===== config.mk =====
export PLATFORM = sky130hd
export DESIGN_NAME = mux_scan
export DESIGN_NICKNAME = d
export VERILOG_FILES = /design/src/rtl/mux_scan_pkg.sv /design/src/rtl/scan_timer.sv /design/src/rtl/mux_scan.sv
export SDC_FILE = /design/constraint.sdc
export NUM_CORES = 1
export LEC_CHECK = 0
export ABC_AREA = 1
export CAP_MARGIN = 20
export CORE_AREA = 2 2 85 87
export DETAILED_ROUTE_END_ITERATION = 6
export DIE_AREA = 0 0 87 89
export PLACE_DENSITY = 0.42
export SLEW_MARGIN = 20
export SYNTH_ARGS = -nofsm -noshare
export SYNTH_HDL_FRONTEND = slang
export SYNTH_SLANG_ARGS = --single-unit
export TNS_END_PERCENT = 30

===== constraint.sdc =====
create_clock -name clk -period 2.25 [get_ports clk]
set_input_delay 0.3375 -clock clk [delete_from_list [all_inputs] [get_ports clk]]
set_output_delay 0.3375 -clock clk [all_outputs]
set_load 0.02 [all_outputs]

===== src/rtl/mux_scan_pkg.sv =====
// Shared types and constants for the mux_scan channel selector.
package mux_scan_pkg;

  typedef enum logic {
    MANUAL = 1'b0,
    SCAN   = 1'b1
  } state_e;

  localparam logic MODE_MANUAL = 1'b0;
  localparam logic MODE_SCAN   = 1'b1;

  // Width helper that never collapses to zero bits.
  function automatic int clog2_min1(input int n);
    return (n < 2) ? 1 : $clog2(n);
  endfunction

endpackage


===== src/rtl/scan_timer.sv =====
// Dwell counter for scan mode: counts 0..PERIOD-1 and flags the wrap cycle.
module scan_timer
  import mux_scan_pkg::*;
#(
  parameter  int PERIOD = 5000000,
  localparam int CW     = clog2_min1(PERIOD)
) (
  input  logic clk,
  input  logic rst,
  input  logic enable,
  input  logic restart,
  input  logic hold,
  output logic wrap
);

  localparam logic [CW-1:0] LAST = CW'(PERIOD - 1);

  logic [CW-1:0] cnt_q, cnt_d, cnt_cur;

  // NOTE: every output of this block gets a default first, so no path can infer a latch.
  always_comb begin
    cnt_cur = restart ? '0 : cnt_q;
    cnt_d   = cnt_cur;
    wrap    = 1'b0;
    if (!enable) begin
      cnt_d = '0;
    end else if (!hold) begin
      if (cnt_cur == LAST) begin
        cnt_d = '0;
        wrap  = 1'b1;
      end else begin
        cnt_d = cnt_cur + 1'b1;
      end
    end
  end

  // NOTE: state registers use non-blocking assignment so all flops sample pre-edge values.
  always_ff @(posedge clk or negedge rst) begin
    if (!rst) cnt_q <= '0;
    else      cnt_q <= cnt_d;
  end

endmodule


===== src/rtl/mux_scan.sv =====
// Registered N-channel mux with manual select or timed round-robin scan.
module mux_scan
  import mux_scan_pkg::*;
#(
  parameter  int NCH    = 4,
  parameter  int W      = 1,
  parameter  int PERIOD = 5000000,
  localparam int SW     = clog2_min1(NCH)
) (
  input  logic             clk,
  input  logic             rst,
  input  logic [NCH*W-1:0] a,
  input  logic [SW-1:0]    s,
  input  logic             mode,
  input  logic             hold,
  output logic [W-1:0]     y,
  output logic [SW-1:0]    ch,
  output logic             tick
);

  localparam logic [SW-1:0] LAST_CH = SW'(NCH - 1);

  state_e          state_q, state_d;
  logic [SW-1:0]   ch_q, ch_d;
  logic [W-1:0]    y_q;
  logic            tick_q;
  logic            wrap;
  logic            s_in_range;
  logic [W-1:0]    chan [NCH];

  for (genvar k = 0; k < NCH; k++) begin : g_chan
    assign chan[k] = a[k*W +: W];
  end

  if (NCH == (1 << SW)) begin : g_full_sel
    assign s_in_range = 1'b1;
  end else begin : g_part_sel
    assign s_in_range = (s < SW'(NCH));
  end

  // Decisions follow the state being entered, so a mode change acts on the same edge.
  scan_timer #(.PERIOD(PERIOD)) u_timer (
    .clk     (clk),
    .rst     (rst),
    .enable  (state_d == SCAN),
    .restart (state_q != SCAN),
    .hold    (hold),
    .wrap    (wrap)
  );

  always_comb begin
    state_d = (mode == MODE_SCAN) ? SCAN : MANUAL;
    ch_d    = ch_q;
    if (state_d == MANUAL) begin
      if (s_in_range) ch_d = s;
    end else if (wrap) begin
      ch_d = (ch_q == LAST_CH) ? '0 : ch_q + 1'b1;
    end
  end

  always_ff @(posedge clk or negedge rst) begin
    if (!rst) begin
      state_q <= MANUAL;
      ch_q    <= '0;
      y_q     <= '0;
      tick_q  <= 1'b0;
    end else begin
      state_q <= state_d;
      ch_q    <= ch_d;
      y_q     <= chan[ch_d];
      tick_q  <= wrap;
    end
  end

  assign y    = y_q;
  assign ch   = ch_q;
  assign tick = tick_q;

endmodule


Word-level counts from Yosys, hierarchy flattened
Cells that the tools add are included.
{"block": "word_totals", "ff_bits": 28, "output_inout_bits": 4, "elab_cells": 25}
{"block": "classes", "n_addsub": 2, "n_lt_le_gt_ge": 1, "n_eq_ne": 2, "muxes": 14, "n_bitwise": 1}
{"operator": "$mux 23", "count": 4}
{"operator": "$add 23x1->23 const B", "count": 1}
{"operator": "$eq 23x23->1 const B", "count": 1}
{"operator": "$mux 1", "count": 6}
{"operator": "$mux 2", "count": 3}
{"operator": "$ge 3x3->1 const B", "count": 1}
{"operator": "$not 2->3", "count": 1}
{"operator": "$add 2x1->2 const B", "count": 1}
{"operator": "$bmux 1 s2", "count": 1}
{"operator": "$eq 2x2->1 const B", "count": 1}

Logic depth before layout (Yosys ltp)
Gate-level depths: netlist of run 1.
{"block": "logic_depth", "depth_word": 11, "ltp_mapped": 16, "mapped_depth_nobuf": 14}

Cells and area by module
From an unflattened synthesis of run 1, not the netlist that was laid out.
{"block": "unflattened", "hier_cells": 270, "area_unflattened_um2": 2028.2}
{"mod": "scan_timer", "n_inst": 1, "cells_each": 238, "area_per_inst_um2": 1765.4}
{"mod": "mux_scan", "n_inst": 1, "cells_each": 32, "area_per_inst_um2": 262.8}

Least setup slack after synthesis of run 1
No wires, ideal clock.
{"block": "synth_timing", "path_type": "register to register", "startpoint": "register state_q", "endpoint": "register u_timer.cnt_q[21]", "setup_ns": 0.124, "arrival_ns": 1.769, "t_required_ns": 2.126, "slack_ns": 0.357, "path_stages_with_launch": 14, "n_path_buf": 3, "path_cell_list": "dfrtp_1 buf_6 buf_6 nand2_1 inv_1 ha_1 nand2_1 nor2_2 nand2_1 nor2_2 nand2_4 nand2_1 buf_4 nor3_1"}
{"block": "synth_via", "elab_chain_cells": 5}
{"element": "from (decl)", "line_no": "mux_scan.sv:23", "rtl": "state_e state_q, state_d;"}
{"element": "from (signal assigned)", "line_no": "mux_scan.sv:68", "rtl": "state_q <= state_d;"}
{"element": "$mux 23 *", "line_no": "scan_timer.sv:22", "rtl": "cnt_cur = restart ? '0 : cnt_q;"}
{"element": "$add 23x1->23 or $eq 23x23->1 (tied branches)", "line_no": "scan_timer.sv:32, scan_timer.sv:28"}
{"element": "$mux 23", "line_no": "scan_timer.sv:28", "rtl": "if (cnt_cur == LAST) begin"}
{"element": "$mux 23 *", "line_no": "scan_timer.sv:27", "rtl": "end else if (!hold) begin"}
{"element": "$mux 23 *", "line_no": "scan_timer.sv:25", "rtl": "if (!enable) begin"}
{"element": "named net u_timer.cnt_d[21]", "line_no": "scan_timer.sv:18", "rtl": "logic [CW-1:0] cnt_q, cnt_d, cnt_cur;"}
{"element": "to (signal assigned)", "line_no": "scan_timer.sv:40", "rtl": "else cnt_q <= cnt_d;"}
{"element": "to (decl)", "line_no": "scan_timer.sv:18"}
The timed path passes the listed nets; every way through them passes the cells marked *.

Worst setup path after layout of run 1
{"block": "layout_timing", "startpoint": "register state_q", "endpoint": "register u_timer.cnt_q[15]"}
The elaborated chain is that of the path after synthesis.

==> impl_metrics.json, run 1 <==
{
  "outcome": "completed",
  "clkSinkCount": 28,
  "firstDrtPassIters": 4,
  "finalCriticalPeriod_ns": 1.97,
  "synthXorXnorAreaFrac": 0.0396,
  "multi_input_area_mm2": 0.00111,
  "powerDensity_mw_per_mm2": 462,
  "die_area_mm2": 0.00774,
  "crit_path_start_kind": "flip-flop",
  "drv_slew": 0,
  "final-hold-violation-count": 0,
  "layout-drive-gt1-share": 0.184,
  "yosys.area.top_type": "dfrtp_1",
  "synthSimpleGateAreaFrac": 0.477,
  "rsz0062_at_grt": "false",
  "grt_pass1_vias": 1630,
  "drtIter0Drc": 87,
  "clkLatencyLatePin_ns": 0.28,
  "worstHoldPathType": "input port to asynchronous set/reset pin",
  "fillers": 710,
  "finalPower_mw": 1.06,
  "vias": 1709,
  "crit_chain": "buf_6 > nand2_1 > nor2_2 > nand4_1 > nor2_1 > nand2_1 > nor2_1 > xor2_1 > nor2_1",
  "fin_setup_tns_ns": 0,
  "synthMuxAreaShare": 0,
  "fin_util": 0.342,
  "die_w_um": 87,
  "wl_per_cell_um": 13.2,
  "ys_seq_area_frac": 0.352,
  "synth_ff_type": "dfrtp_1",
  "synth_nets": 282,
  "remaining_drc_errors": 0,
  "setup_viol": 0,
  "arrival_ns": 2.15,
  "hold_ws_ns": 0.432,
  "crit_buf_inv": 1,
  "post-synth-top-area-fraction": 0.352,
  "rows": 30,
  "start_util": 0.296,
  "worstPathRequired_ns": 2.42,
  "ys_ff_latch": 28,
  "diodes": 0,
  "slew_headroom": 0.747,
  "gp_congestion": 0.871,
  "dp_hpwl_um": 3780,
  "cts_tree": "yes",
  "synth_async_sr_flop_share": 1.00,
  "worst_slew_pin_slew_ns": 0.380,
  "yosysWarnings": 0,
  "grt_overflow": 0,
  "nets": 301,
  "path_clk_slew_ns": 0.11,
  "path_common_cell": "nor2_1",
  "die_height_um": 89,
  "synth_compound_area_frac": 0.0239,
  "syn_area_mm2": 0.00199,
  "endpoint_kind": "flip-flop",
  "areaGrowthSynthToFinish_pct": 15.3,
  "cts_buffers": 3,
  "cts_max_level": 1,
  "synthDistinctLibCells": 34,
  "register_area_um2": 701,
  "synth_edf_count": 0,
  "max_stage_delay_ns": 0.39,
  "fin_crit_sh": 0.877,
  "critPathMaxFanout": 24,
  "crit_family": "simple AND/OR/NAND/NOR gates",
  "io_buffers": 13,
  "leakagePower_nw": 1.02,
  "synth_adder_area_share": 0.0126,
  "syn_area_per_cell_um2": 7.38,
  "drv_cap": 0,
  "grt_pass1_wl_um": 8000,
  "yosys-top-cells-area": "dfrtp_1 35%, nand2_1 11%, nor2_1 7.9%, inv_1 6.0%, nand3_1 3.8%",
  "antenna_found_initial": 0,
  "syn_inst": 270,
  "worstSetupPathType": "flip-flop to flip-flop",
  "cp_slowest_cell": "dfrtp_1",
  "ir_drop_mv": 0.183,
  "skew_ns": 0.00816,
  "grt_start_max_net_pins": 29,
  "io_pins": 14,
  "max_freq_ghz": 0.507,
  "vias_per_cell": 4.64,
  "detail-route-antenna-nets": 0,
  "cts.path.max_buffers": 2,
  "root_buffer": "clkbuf_8",
  "grtUsageTotal": 0.136,
  "finalWirelength_um": 4850,
  "core-area_mm2": 0.00672,
  "synth_top_family_by_area": "simple AND/OR/NAND/NOR gates"
}
registers in the layout, indices dropped and copies added (netlist names):
name / cells
y: 1
tick: 1
ch: 2
state_q: 1
u_timer.cnt_q: 23
power breakdown:
part           leakage (nW)  total, mW  switching, mW  internal, mW
registers             0.378      0.524        0.00897         0.515
logic                 0.611      0.128         0.0749        0.0532
clock network        0.0357      0.409          0.170         0.239
total                  1.02       1.06          0.254         0.807
synthesized netlist by cell type, types with 3 or more instances:
master   instances
dfrtp_1         28
inv_1           32
inv_2            3
nand2_1         61
nand2_2          9
nand2_4          4
nand3_1         15
nand3_2          5
nand4_1         11
nor2_1          42
nor2_2           9
nor2_4           4
nor3_1           5
nor3_2           4
nor3b_1          5
xnor2_1          3
xor2_1           6
layout by cell type, fill, tap and decap left out, drive strengths merged, types with 2 or more instances in the layout:
cell type,n
nand2,74
nor2,55
inv,35
dfrtp,28
nand3,20
clkdlybuf4s50,13
nand4,11
nor3,9
buf,7
nor3b,7
xor2,6
o21ai,4
xnor2,3
clkbuf,3
nor4,2
or2,2
ha,2
per-stage QoR:
step	instance area, µm²	setup WS [ns]	std cells
final	2300	0.276	368
after global routing	2300	0.0263	368
after CTS	2290	0.207	368
after detailed placement	2220	0.182	364
after global placement	2220	0.211	364
after floorplan	1990	0.357	270
metal layers:
| metal | track usage | vias up | share of wire |
|---|---|---|---|
| li1 | - | 897 | - |
| met1 | 0.181 | 787 | 0.49 |
| met2 | 0.232 | 23 | 0.48 |
| met3 | 0.0259 | 2 | 0.030 |
| met4 | 0.0256 | 0 | 0.0031 |
| met5 | 0 | - | 0 |
kinds of logic after synthesis:
group / after synthesis
and+or+nand+nor: 182
buffers and inverters: 41
DFF: 28
xor gates and xnor gates: 9
AOI/OAI and AO/OA: 8
adders and majority gates: 2
cell type report:
cell class	instances	area share
inverter	35	0.0572
sequential	28	0.305
clock inverter	1	0.0131
tap	80	0.0436
clock buffer	3	0.0180
multi-input combinational	201	0.482
timing repair buffer	20	0.0812
worst paths after layout:
path | startpoint | end | slack [ns] | cells past startpoint
setup / recovery | state_q | u_timer.cnt_q[15] | 0.28 | 9
hold / removal | rst | u_timer.cnt_q[7] | 0.43 | 2
setup reg to reg | state_q | u_timer.cnt_q[15] | 0.28 | 9
hold reg to reg | u_timer.cnt_q[0] | u_timer.cnt_q[0] | 0.57 | 3
max in group asynchronous | rst | u_timer.cnt_q[18] | 1.54 | 2
min in group clk | u_timer.cnt_q[0] | u_timer.cnt_q[0] | 0.57 | 3
repair_timing:
action / in CTS / in global routing
resized for setup: 0 / 2
endpoints found under the setup margin: 0 / 3
setup buffers: 0 / 0
hold buffers: 0 / 0
(Power assumes the default switching activity.)
==> inputs of run 2 (changes only) <==
--- a/config.mk
+++ b/config.mk
@@ -10,6 +10,7 @@
 export CORE_AREA = 2 2 85 87
 export DETAILED_ROUTE_END_ITERATION = 6
 export DIE_AREA = 0 0 87 89
+export HOLD_SLACK_MARGIN = 0.02
 export PLACE_DENSITY = 0.42
 export SLEW_MARGIN = 20
 export SYNTH_ARGS = -nofsm -noshare
==> results of run 2 <==
Final layout, timing and power as in run 1 (identical DEF).
==> inputs of run 3 (changes only) <==
--- a/config.mk
+++ b/config.mk
@@ -12,6 +12,7 @@
 export DIE_AREA = 0 0 87 89
 export HOLD_SLACK_MARGIN = 0.02
 export PLACE_DENSITY = 0.42
+export RECOVER_POWER = 100
 export SLEW_MARGIN = 20
 export SYNTH_ARGS = -nofsm -noshare
 export SYNTH_HDL_FRONTEND = slang
==> impl_metrics.json, run 3 (same netlist as run 1, synthesis figures left out) <==
{
  "outcome": "completed",
  "dp_hpwl_um": 3780,
  "fin_util": 0.337,
  "cts.path.max_buffers": 2,
  "leakagePower_nw": 1.00,
  "core-area_mm2": 0.00672,
  "crit_family": "simple AND/OR/NAND/NOR gates",
  "worstSetupPathType": "flip-flop to flip-flop",
  "grt_overflow": 0,
  "path_clk_slew_ns": 0.10,
  "crit_chain": "buf_6 > nand2_1 > nor2_2 > nand4_1 > nor2_1 > nand2_1 > nor2_1 > xor2_1 > nor2_1",
  "layout_commonest_cell": "nand2_1",
  "worstPathRequired_ns": 2.40,
  "top_register": "u_timer.cnt_q",
  "cts_tree": "yes",
  "gp_congestion": 0.871,
  "remaining_drc_errors": 0,
  "crit_buf_inv": 1,
  "antenna_found_initial": 0,
  "ff2ff_setup_slack_ns": 0.25,
  "ir_drop_mv": 0.182,
  "clkLatencyLatePin_ns": 0.28,
  "io_pins": 14,
  "endpoint_kind": "flip-flop",
  "fin_crit_sh": 0.891,
  "max_stage_delay_ns": 0.39,
  "cts_buffers": 3,
  "worstHoldPathType": "flip-flop to flip-flop",
  "mostFrequentLayoutCells": "63 x nand2_1, 42 x nor2_1, 32 x inv_1",
  "setup_viol": 0,
  "final-hold-violation-count": 0,
  "rows": 30,
  "vias": 1725,
  "diodes": 0,
  "fin_setup_tns_ns": 0,
  "io_buffers": 13,
  "drtIter0Drc": 92,
  "finalWirelength_um": 4870,
  "drv_cap": 0,
  "clkSinkCount": 28,
  "die_w_um": 87,
  "layout-drive-gt1-share": 0.163,
  "areaGrowthSynthToFinish_pct": 13.7,
  "grt_pass1_vias": 1630,
  "detail-route-antenna-nets": 0,
  "grtUsageTotal": 0.136,
  "powerDensity_mw_per_mm2": 467,
  "crit_path_start_kind": "flip-flop",
  "cp_slowest_cell": "dfrtp_1",
  "die_area_mm2": 0.00774,
  "die_height_um": 89,
  "finalCriticalPeriod_ns": 2.00,
  "grt_pass1_wl_um": 8000,
  "cts_max_level": 1,
  "hp-start": "u_timer.cnt_q[0]",
  "rsz0062_at_grt": "false",
  "post-cts-setup-buffer-count": 0,
  "drv_slew": 0,
  "grt_start_max_net_pins": 29,
  "critPathMaxFanout": 24,
  "startpoint": "state_q",
  "rr_startpoint": "state_q",
  "fillers": 711,
  "root_buffer": "clkbuf_8",
  "wl_per_cell_um": 13.2,
  "skew_ns": 0.00476,
  "worst_slew_pin_slew_ns": 0.753,
  "nets": 301,
  "slew_headroom": 0.498,
  "finalPower_mw": 1.06,
  "firstDrtPassIters": 6,
  "largest_register_ffs": 23,
  "path_common_cell": "nor2_1",
  "max_freq_ghz": 0.499,
  "start_util": 0.296,
  "arrival_ns": 2.16,
  "vias_per_cell": 4.69
}
## run 3: final cells by class
| cell class | count | area, µm² | share of cell area |
|---|---|---|---|
| Timing Repair Buffer | 20 | 180 | 0.0796 |
| Clock buffer | 3 | 41.3 | 0.0182 |
| Clock inverter | 1 | 30.0 | 0.0133 |
| Sequential cell | 28 | 701 | 0.309 |
| Inverter | 35 | 131 | 0.0580 |
| Tap cell | 80 | 100 | 0.0442 |
| Multi-Input combinational cell | 201 | 1080 | 0.477 |
## run 3: metal layers
metal,share of wire,GRT usage,vias up,wire length [µm]
met5,0,0,-,0
met4,0.0031,0.0256,0,15
met3,0.027,0.0259,2,133
met2,0.48,0.232,24,2320
met1,0.49,0.181,802,2390
li1,-,-,897,-
## run 3: worst paths after layout
kind,endpoint,cells after the start
setup reg to reg,u_timer.cnt_q[15],9
max in group asynchronous,u_timer.cnt_q[18],2
hold / removal,u_timer.cnt_q[0],3
hold reg to reg,u_timer.cnt_q[0],3
setup / recovery,u_timer.cnt_q[15],9
min in group asynchronous,u_timer.cnt_q[7],2
## run 3: per-stage QoR
step / instance area [µm²] / worst slack (ns) / instances / hold slack (ns)
2_1_floorplan: 1990 / 0.357 / 270 / 0.0419
3_3_place_gp: 2220 / 0.211 / 364 / 0.570
3_5_place_dp: 2220 / 0.182 / 364 / 0.555
4_1_cts: 2290 / 0.207 / 368 / 0.444
5_1_grt: 2260 / 0.0168 / 368 / 0.621
6_report: 2260 / 0.245 / 368 / 0.568
## run 3: worst min-delay path: cells and delay by family, from the launching register on
kind            cells  cell delay [ns]
simple gates        2             0.13
compound gates      1             0.06
flops               1             0.36
## run 3: report_power, final
group	switching, mW	total [mW]	internal [mW]
logic	0.0739	0.122	0.0484
clock network	0.172	0.411	0.239
registers	0.00868	0.524	0.515
total	0.255	1.06	0.802
## run 3: timing repair
action,in CTS,in global routing
gates resized for setup,0,2
hold buffers,0,0
setup endpoints to repair,0,3
